$ cat src/rtl/serial_bus_slave_port.sv
// rtl/serial_bus_slave_port.sv - serial-bus slave front end: control-frame decode, serial write collection, serial read-back
module serial_bus_slave_port #(
    parameter int DATA_WIDTH = 8,
    parameter int ADDR_WIDTH = 12,
    parameter int ID_WIDTH   = 2,
    parameter int SLAVE_ID   = 1
) (
    input  logic                  clk,
    input  logic                  rstN,
    input  logic                  control,
    input  logic                  wD,
    input  logic                  valid,
    output logic                  rD,
    output logic                  ready,
    output logic [ADDR_WIDTH-1:0] mem_addr,
    output logic [DATA_WIDTH-1:0] mem_wdata,
    output logic                  mem_we,
    input  logic [DATA_WIDTH-1:0] mem_rdata,
    output logic                  busy
);

    localparam int FRAME_BITS = ID_WIDTH + 2 + ADDR_WIDTH;
    localparam int CNT_W      = $clog2(FRAME_BITS > DATA_WIDTH ? FRAME_BITS : DATA_WIDTH);

    localparam logic [CNT_W-1:0]    CTRL_LAST = CNT_W'(FRAME_BITS - 1);
    localparam logic [CNT_W-1:0]    DATA_LAST = CNT_W'(DATA_WIDTH - 1);
    localparam logic [CNT_W-1:0]    CNT_ONE   = CNT_W'(1);
    localparam logic [ID_WIDTH-1:0] MY_ID     = ID_WIDTH'(SLAVE_ID);
    localparam logic [ADDR_WIDTH-1:0] ADDR_ONE = ADDR_WIDTH'(1);

    typedef enum logic [2:0] {
        S_IDLE,
        S_CTRL,
        S_WRITE,
        S_RD_FETCH,
        S_RD_LOAD,
        S_RD_SHIFT
    } state_t;

    state_t                  state;
    logic [1:0]              start_sr;
    logic [FRAME_BITS-2:0]   frame_sr;
    logic [DATA_WIDTH-2:0]   shift_sr;
    logic [CNT_W-1:0]        cnt;
    logic                    burst;
    logic                    words_done;

    logic [FRAME_BITS-1:0]   frame_word;
    logic [ID_WIDTH-1:0]     frame_id;
    logic                    frame_rw;
    logic                    frame_b;
    logic [ADDR_WIDTH-1:0]   frame_addr;
    logic [DATA_WIDTH-1:0]   wr_word;

    // The bit being sampled this cycle completes the frame/word, so decode from the shifted view
    assign frame_word = {frame_sr, control};
    assign frame_id   = frame_word[FRAME_BITS-1 -: ID_WIDTH];
    assign frame_rw   = frame_word[ADDR_WIDTH+1];
    assign frame_b    = frame_word[ADDR_WIDTH];
    assign frame_addr = frame_word[ADDR_WIDTH-1:0];
    assign wr_word    = {shift_sr, wD};
    assign busy       = (state != S_IDLE);

    always_ff @(posedge clk or negedge rstN) begin
        if (!rstN) begin
            state      <= S_IDLE;
            start_sr   <= '0;
            frame_sr   <= '0;
            shift_sr   <= '0;
            cnt        <= '0;
            burst      <= 1'b0;
            words_done <= 1'b0;
            rD         <= 1'b0;
            ready      <= 1'b0;
            mem_addr   <= '0;
            mem_wdata  <= '0;
            mem_we     <= 1'b0;
        end else begin
            mem_we <= 1'b0;
            case (state)
                S_IDLE: begin
                    if ({start_sr, control} == 3'b111) begin
                        state    <= S_CTRL;
                        start_sr <= '0;
                        cnt      <= '0;
                    end else begin
                        start_sr <= {start_sr[0], control};
                    end
                end
                S_CTRL: begin
                    frame_sr <= frame_word[FRAME_BITS-2:0];
                    if (cnt == CTRL_LAST) begin
                        cnt <= '0;
                        if (frame_id != MY_ID) begin
                            state <= S_IDLE;
                        end else begin
                            burst      <= frame_b;
                            mem_addr   <= frame_addr;
                            words_done <= 1'b0;
                            state      <= frame_rw ? S_WRITE : S_RD_FETCH;
                        end
                    end else begin
                        cnt <= cnt + CNT_ONE;
                    end
                end
                S_WRITE: begin
                    // Address advances only after its strobe cycle so the strobe sees the old address
                    if (mem_we && burst)
                        mem_addr <= mem_addr + ADDR_ONE;
                    if (valid) begin
                        shift_sr <= wr_word[DATA_WIDTH-2:0];
                        if (cnt == DATA_LAST) begin
                            cnt        <= '0;
                            mem_we     <= 1'b1;
                            mem_wdata  <= wr_word;
                            words_done <= 1'b1;
                            if (!burst)
                                state <= S_IDLE;
                        end else begin
                            cnt <= cnt + CNT_ONE;
                        end
                    end else if (cnt != '0) begin
                        state <= S_IDLE;
                    end else if (burst && words_done) begin
                        state <= S_IDLE;
                    end
                end
                S_RD_FETCH: begin
                    state <= S_RD_LOAD;
                end
                S_RD_LOAD: begin
                    rD       <= mem_rdata[DATA_WIDTH-1];
                    shift_sr <= mem_rdata[DATA_WIDTH-2:0];
                    ready    <= 1'b1;
                    cnt      <= '0;
                    state    <= S_RD_SHIFT;
                end
                S_RD_SHIFT: begin
                    if (cnt == DATA_LAST) begin
                        ready <= 1'b0;
                        rD    <= 1'b0;
                        cnt   <= '0;
                        if (burst && valid) begin
                            mem_addr <= mem_addr + ADDR_ONE;
                            state    <= S_RD_FETCH;
                        end else begin
                            state <= S_IDLE;
                        end
                    end else begin
                        rD       <= shift_sr[DATA_WIDTH-2];
                        shift_sr <= shift_sr << 1;
                        cnt      <= cnt + CNT_ONE;
                    end
                end
                default: begin
                    state <= S_IDLE;
                end
            endcase
        end
    end

endmodule
$ cat config.mk
export PLATFORM = sky130hd
export DESIGN_NAME = serial_bus_slave_port
export DESIGN_NICKNAME = d
export VERILOG_FILES = /design/src/rtl/serial_bus_slave_port.sv
export SDC_FILE = /design/constraint.sdc
export NUM_CORES = 1
export LEC_CHECK = 0
export CAP_MARGIN = 0
export CORE_MARGIN = 2
export CORE_UTILIZATION = 59
export DETAILED_ROUTE_END_ITERATION = 8
export HOLD_SLACK_MARGIN = 0.08
export PLACE_DENSITY = 0.85
export SYNTH_ARGS = -nofsm -noshare
export SYNTH_HDL_FRONTEND = slang
export SYNTH_SLANG_ARGS = --single-unit
$ cat constraint.sdc
create_clock -name clk -period 4.55 [get_ports clk]
set_input_delay 0.91 -clock clk [delete_from_list [all_inputs] [get_ports clk]]
set_output_delay 0.91 -clock clk [all_outputs]
set_load 0.005 [all_outputs]
==> run metrics, run 1 <==
vias in the first global route=~2000; Placer Congestion=0.889; final slew viol count=0; asr flop ratio synth=1.00; PD cells=592 nW/um^2; worst hold endpoint=words_done; # hold bufs at CTS=0; EDFF count, synth=0; Die Span X=72.3 um; reg2reg path depth=6; GRT Overall Usage=0.225; Worst setup EP type=primary output; P_leak=1.35 nW; Core Area=4410 um^2; syn avg cell area=10.5 um^2; deepest clock path buffer count=2; reg2reg start=cnt[0]; Site Rows=24; P&R area growth vs syn=16.6%; worst r2r dst=mem_addr[7]; postcts setup bufs=0; Ports=37; DRC=0; n_diodes=0; initial antenna violation count=0; Final period util=0.617; TritonCTS buffer count=5; die area=5230 um^2; final setup violation count=0; WL/cell=15.7 um; Max-Cap Viols=0; # fillers=between 300 and 400; worst-case vdd ir drop=0.383 mV; startpoint types=flip-flop; Unique masters post-synth=49; WP data required=between 3 and 4 ns; Initial Util=0.624; predominant post-synthesis flop cell=dfrtp_1; RSZ-0062 raised after global routing=false; Nets=311; Rel. slew slack=0.421; Total Wirelength=between 5000 and 6000 um; setup TNS=0 ns; clk_lat worst skew=0.31 ns; minimum clock period after layout=2.81 ns; fin area=3210 um^2; Worst-Margin Slew=0.866 ns; Layout Utilization=0.728; outcome=finished, final reports clean; pin count of the biggest net entering global routing=57; clk slew on worst S/H paths=0.09 ns; Hold Crit Start=words_done; CTS sink count=56; H-tree levels=2; I/O Buffers=36; post-synth net total=278; Routed Antenna Nets=0; TritonCTS clock tree=yes; via-per-instance ratio=6.03; placed inst area=3120 um^2; gr ovfl total=0; hold path cells=1; peak fanout along the critical path=14; WS Path Type=flip-flop to primary output; FF+latch area=1400 um^2; first-pass GRT wire length=around 9000 um; Vias=2099; share of cells above drive strength 1=0.139; yosys warns=0; hold crit path type=flip-flop to flip-flop; flops & latches, synth=56; area occupied by multi-input gates=1270 um^2; Seq/Total Area, Yosys=0.509; DRT Pass-1 Iters=4; synthesized instance count=262; endpoints failing hold=0; r2r setup slk=roughly 2.3 ns; post-cts sizing count=0; Setup Skew=0.00377 ns; initial DRC count=214; highest clock rate=roughly 360 MHz; die height=just over 70 um; critical path arrival=between 1.5 and 2 ns; clk root buf=clkbuf_8; Post-Syn Area=2760 um^2; DPL Wire Length=3720 um
## metal layers
layer | global-route usage | wire, um | share of wire | vias up
li1 | - | - | - | 1013
met1 | 0.320 | 2500 | 0.46 | 1014
met2 | 0.349 | 2610 | 0.48 | 63
met3 | 0.0472 | 265 | 0.049 | 9
met4 | 0.0713 | 80 | 0.015 | 0
met5 | 0 | 0 | 0 | -
## through the flow
stage | setup WS [ns] | hold WS (ns) | total power, W | instances
global placement | 1.82 | 0.464 | 0.00159 | 340
detailed placement | 1.72 | 0.468 | 0.00163 | 340
finish | 1.74 | 0.487 | 0.00190 | 348
CTS | 1.73 | 0.490 | 0.00191 | 348
floorplan | 2.70 | 0.451 | 0.00140 | 262
global route | 1.67 | 0.494 | 0.00205 | 348
## logic make-up (layout without fill, tap and decap cells)
kind of cell,after synthesis,in the layout,synth area share
and+or+nand+nor,81,81,0.150
AOI/OAI and AO/OA,75,75,0.172
DFF,56,56,0.509
muxes,31,31,0.124
buffers and inverters,15,49,0.0286
adders and majority gates,3,3,0.0136
xor gates and xnor gates,1,1,0.00318
## power by group
| part | total (W) | switching [W] | leakage [nW] | internal, W |
|---|---|---|---|---|
| logic | 0.000743 | 0.000352 | 0.597 | 0.000391 |
| registers | 0.000879 | 0.000200 | 0.710 | 0.000680 |
| clock network | 0.000281 | 0.000157 | 0.0445 | 0.000124 |
| total | 0.00190 | 0.000708 | 1.35 | 0.00119 |
## cell usage in the layout, fill, tap and decap left out, types with 2 or more instances in the layout
master / instances
dfrtp_1: 56
clkdlybuf4s50_1: 35
nand2_1: 29
mux2_2: 23
o21ai_0: 20
a21oi_1: 16
nor2_1: 15
o21ai_1: 10
nand3_1: 9
mux2i_1: 7
clkbuf_8: 6
inv_1: 4
nor3_1: 4
a2bb2oi_1: 4
a31oi_1: 4
nand2b_1: 3
a21o_1: 3
nor3b_1: 3
o22a_1: 3
o22ai_1: 3
ha_1: 3
or3_1: 2
nor2b_1: 2
o22ai_2: 2
and3_1: 2
nor2_2: 2
## synth_stat cells (2+ instances only)
master     count  area [um^2]
o22ai_1        3         18.8
o21ai_0       20          100
mux2i_1        7         70.1
o22a_1         3         26.3
mux2_2        23          259
a21o_1         3         22.5
nand3_1        9         45.0
nor3_1         4         20.0
or3_1          2         12.5
and3_1         2         12.5
nand2_1       29          109
inv_1          4         15.0
o21ai_1       10         50.1
buf_4          4         30.0
nor3b_1        3         22.5
nand2b_1       3         18.8
a31oi_1        4         25.0
ha_1           3         37.5
nor2_2         2         12.5
a21oi_1       16         80.1
nor2b_1        2         12.5
dfrtp_1       56         1400
o22ai_2        2         25.0
nor2_1        15         56.3
buf_2          6         30.0
a2bb2oi_1      4         35.0
## flip-flops by register name, summed over array words and instances (netlist names)
| name | count |
|---|---|
| start_sr | 2 |
| ready | 1 |
| state | 3 |
| frame_sr | 15 |
| shift_sr | 7 |
| cnt | 4 |
| mem_addr | 12 |
| rD | 1 |
| words_done | 1 |
| mem_wdata | 8 |
| burst | 1 |
| mem_we | 1 |
## worst max path at each step
stage | startpoint | end | slack (ns) | cells past startpoint
finish | state[2] | busy | 1.74 | 2
global route | state[2] | busy | 1.67 | 2
CTS | state[2] | busy | 1.73 | 2
detailed placement | valid | mem_addr[7] | 1.72 | 6
global placement | valid | mem_addr[5] | 1.82 | 6
floorplan | valid | mem_addr[0] | 2.70 | 6
## final cells by class
| class | count | area share |
|---|---|---|
| clock buffers | 7 | 0.0269 |
| multi-input cells | 191 | 0.397 |
| well taps | 52 | 0.0202 |
| flip-flops and latches | 56 | 0.436 |
| inverters | 4 | 0.00467 |
| clock inverters | 1 | 0.00234 |
| repair buffers | 37 | 0.113 |
## worst max-delay path, cell delays in order (launching register included)
cell	delay, ns
dfrtp_1	0.57
or3_1	0.54
clkdlybuf4s50_1	0.48
Power figures use the tool's default switching activity.
==> run 2, diff against run 1 <==
CORE_UTILIZATION = 49   (was 59)
PLACE_DENSITY = 0.75   (was 0.85)
clock period = 2.5 ns   (was 4.55 ns; I/O delays follow)
==> run 2 against run 1 <==
Setup slack lost 1.5 ns. Sequential power rose by 77%. Clock power increased by 110%. Register-to-register slack worse by 1.9 ns. Core utilization shrank 13 points. Combinational power is 90% higher. First-iteration DRC count fell by 11%. Power up 88%.
==> run metrics, run 2 (synthesis results as in run 1) <==
pin count of the biggest net entering global routing=57; die height=79.0 um; clk_lat worst skew=0.31 ns; Vias=2097; commonest non-fill, non-tap cell in the layout=dfrtp_1; endpoints failing hold=0; startpoint types=flip-flop; Rel. slew slack=0.420; peak fanout along the critical path=7; Top reg by flops=frame_sr; reg2reg start=cnt[0]; Total Power=0.00357 W; worst-case vdd ir drop=0.535 mV; via-per-instance ratio=5.64; clk root buf=clkbuf_8; Setup Skew=between 0.005 and 0.006 ns; die area=6240 um^2; Core Area=5470 um^2; setup TNS=0 ns; Routed Antenna Nets=0; Total Wirelength=5440 um; critical path arrival=1.77 ns; TritonCTS buffer count=5; P_leak=1.38 nW; commonest non-fill, non-tap cells in the layout=56 x dfrtp_1, 35 x clkdlybuf4s50_1, 29 x nand2_1; worst r2r dst=shift_sr[2]; Ports=37; share of cells above drive strength 1=0.153; n_diodes=0; WL/cell=14.6 um; GRT Overall Usage=0.192; vias in the first global route=1995; DRC=0; gr ovfl total=0; DPL Wire Length=3810 um; max reg flops=15; Die Span X=79.0 um; initial antenna violation count=0; CTS sink count=56; clk slew on worst S/H paths=about 0.1 ns; r2r setup slk=0.40 ns; Largest regs=frame_sr (15), mem_addr (12), mem_wdata (8); Worst setup EP type=primary output; H-tree levels=2; deepest clock path buffer count=2; P&R area growth vs syn=19.7%; Nets=approximately 320; WS Path Type=flip-flop to primary output; highest clock rate=441 MHz; Site Rows=27; minimum clock period after layout=approximately 2.3 ns; first-pass GRT wire length=roughly 9500 um; DRT Pass-1 Iters=4; # hold bufs at CTS=0; Placer Congestion=0.810; Max-Cap Viols=0; post-cts sizing count=0; Final period util=0.907; final setup violation count=0; PD cells=1080 nW/um^2; reg2reg path depth=5; initial DRC count=191; WP data required=2.00 ns; TritonCTS clock tree=yes; crit path from=state[2]; I/O Buffers=36; final slew viol count=0; hold crit path type=primary input to asynchronous set/reset pin; postcts setup bufs=0; outcome=finished, final reports clean; Worst-Margin Slew=a little under 0.9 ns; RSZ-0062 raised after global routing=false; Initial Util=0.503; critical path endpoint=busy
## run 2: cell count changes in the layout (fill, tap and decap cells not counted)
cell | before | now
clkbuf_1 | 1 | 0
buf_4 | 1 | 4
clkbuf_8 | 6 | 5
clkinv_2 | 0 | 1
buf_12 | 0 | 1
bufinv_16 | 0 | 1
## run 2: stage by stage
stage	area, um^2	std cells	setup slack (ns)	util	hold WS [ns]
after floorplan	2760	262	0.836	-	0.204
after global placement	3190	364	0.403	0.582	0.465
after detailed placement	3190	364	0.362	0.582	0.481
after CTS	3300	372	0.219	0.603	0.184
after global routing	3300	372	0.0592	0.603	0.184
final	3300	372	0.232	0.603	0.156
## run 2: final cells by class
type                            count  area, um^2
Timing Repair Buffer               41         405
Tap cell                           72        90.1
Inverter                            4        15.0
Clock buffer                        5        68.8
Fill cell                         475        2170
Sequential cell                    56        1400
Clock inverter                      3        42.5
Multi-Input combinational cell    191        1270
## run 2: metal layers
metal / routed length [um] / part of all wire / vias up / track usage
li1: - / - / 1023 / -
met2: 2650 / 0.49 / 31 / 0.303
met4: 94 / 0.017 / 0 / 0.0690
met3: 138 / 0.025 / 8 / 0.0307
met5: 0 / 0 / - / 0
met1: 2550 / 0.47 / 1035 / 0.271
## run 2: worst min-delay path by stage
stage	from	to	slack, ns
after floorplan	rstN	burst	0.20
after global placement	rD	rD	0.46
after detailed placement	words_done	words_done	0.48
after CTS	rstN	frame_sr[9]	0.18
after global routing	rstN	mem_addr[7]	0.18
final	rstN	mem_addr[7]	0.16
## run 2: worst max-delay path, stage by stage, from the launching register on
cell and delay, ns:
dfrtp_1 0.47, or3_1 0.50, clkdlybuf4s50_1 0.48
## run 2: report_power, final
group / switching, W / internal [W] / total, W
Clock: 0.000301 / 0.000297 / 0.000598
Sequential: 0.000323 / 0.00124 / 0.00156
Combinational: 0.000668 / 0.000743 / 0.00141
Total: 0.00129 / 0.00228 / 0.00357
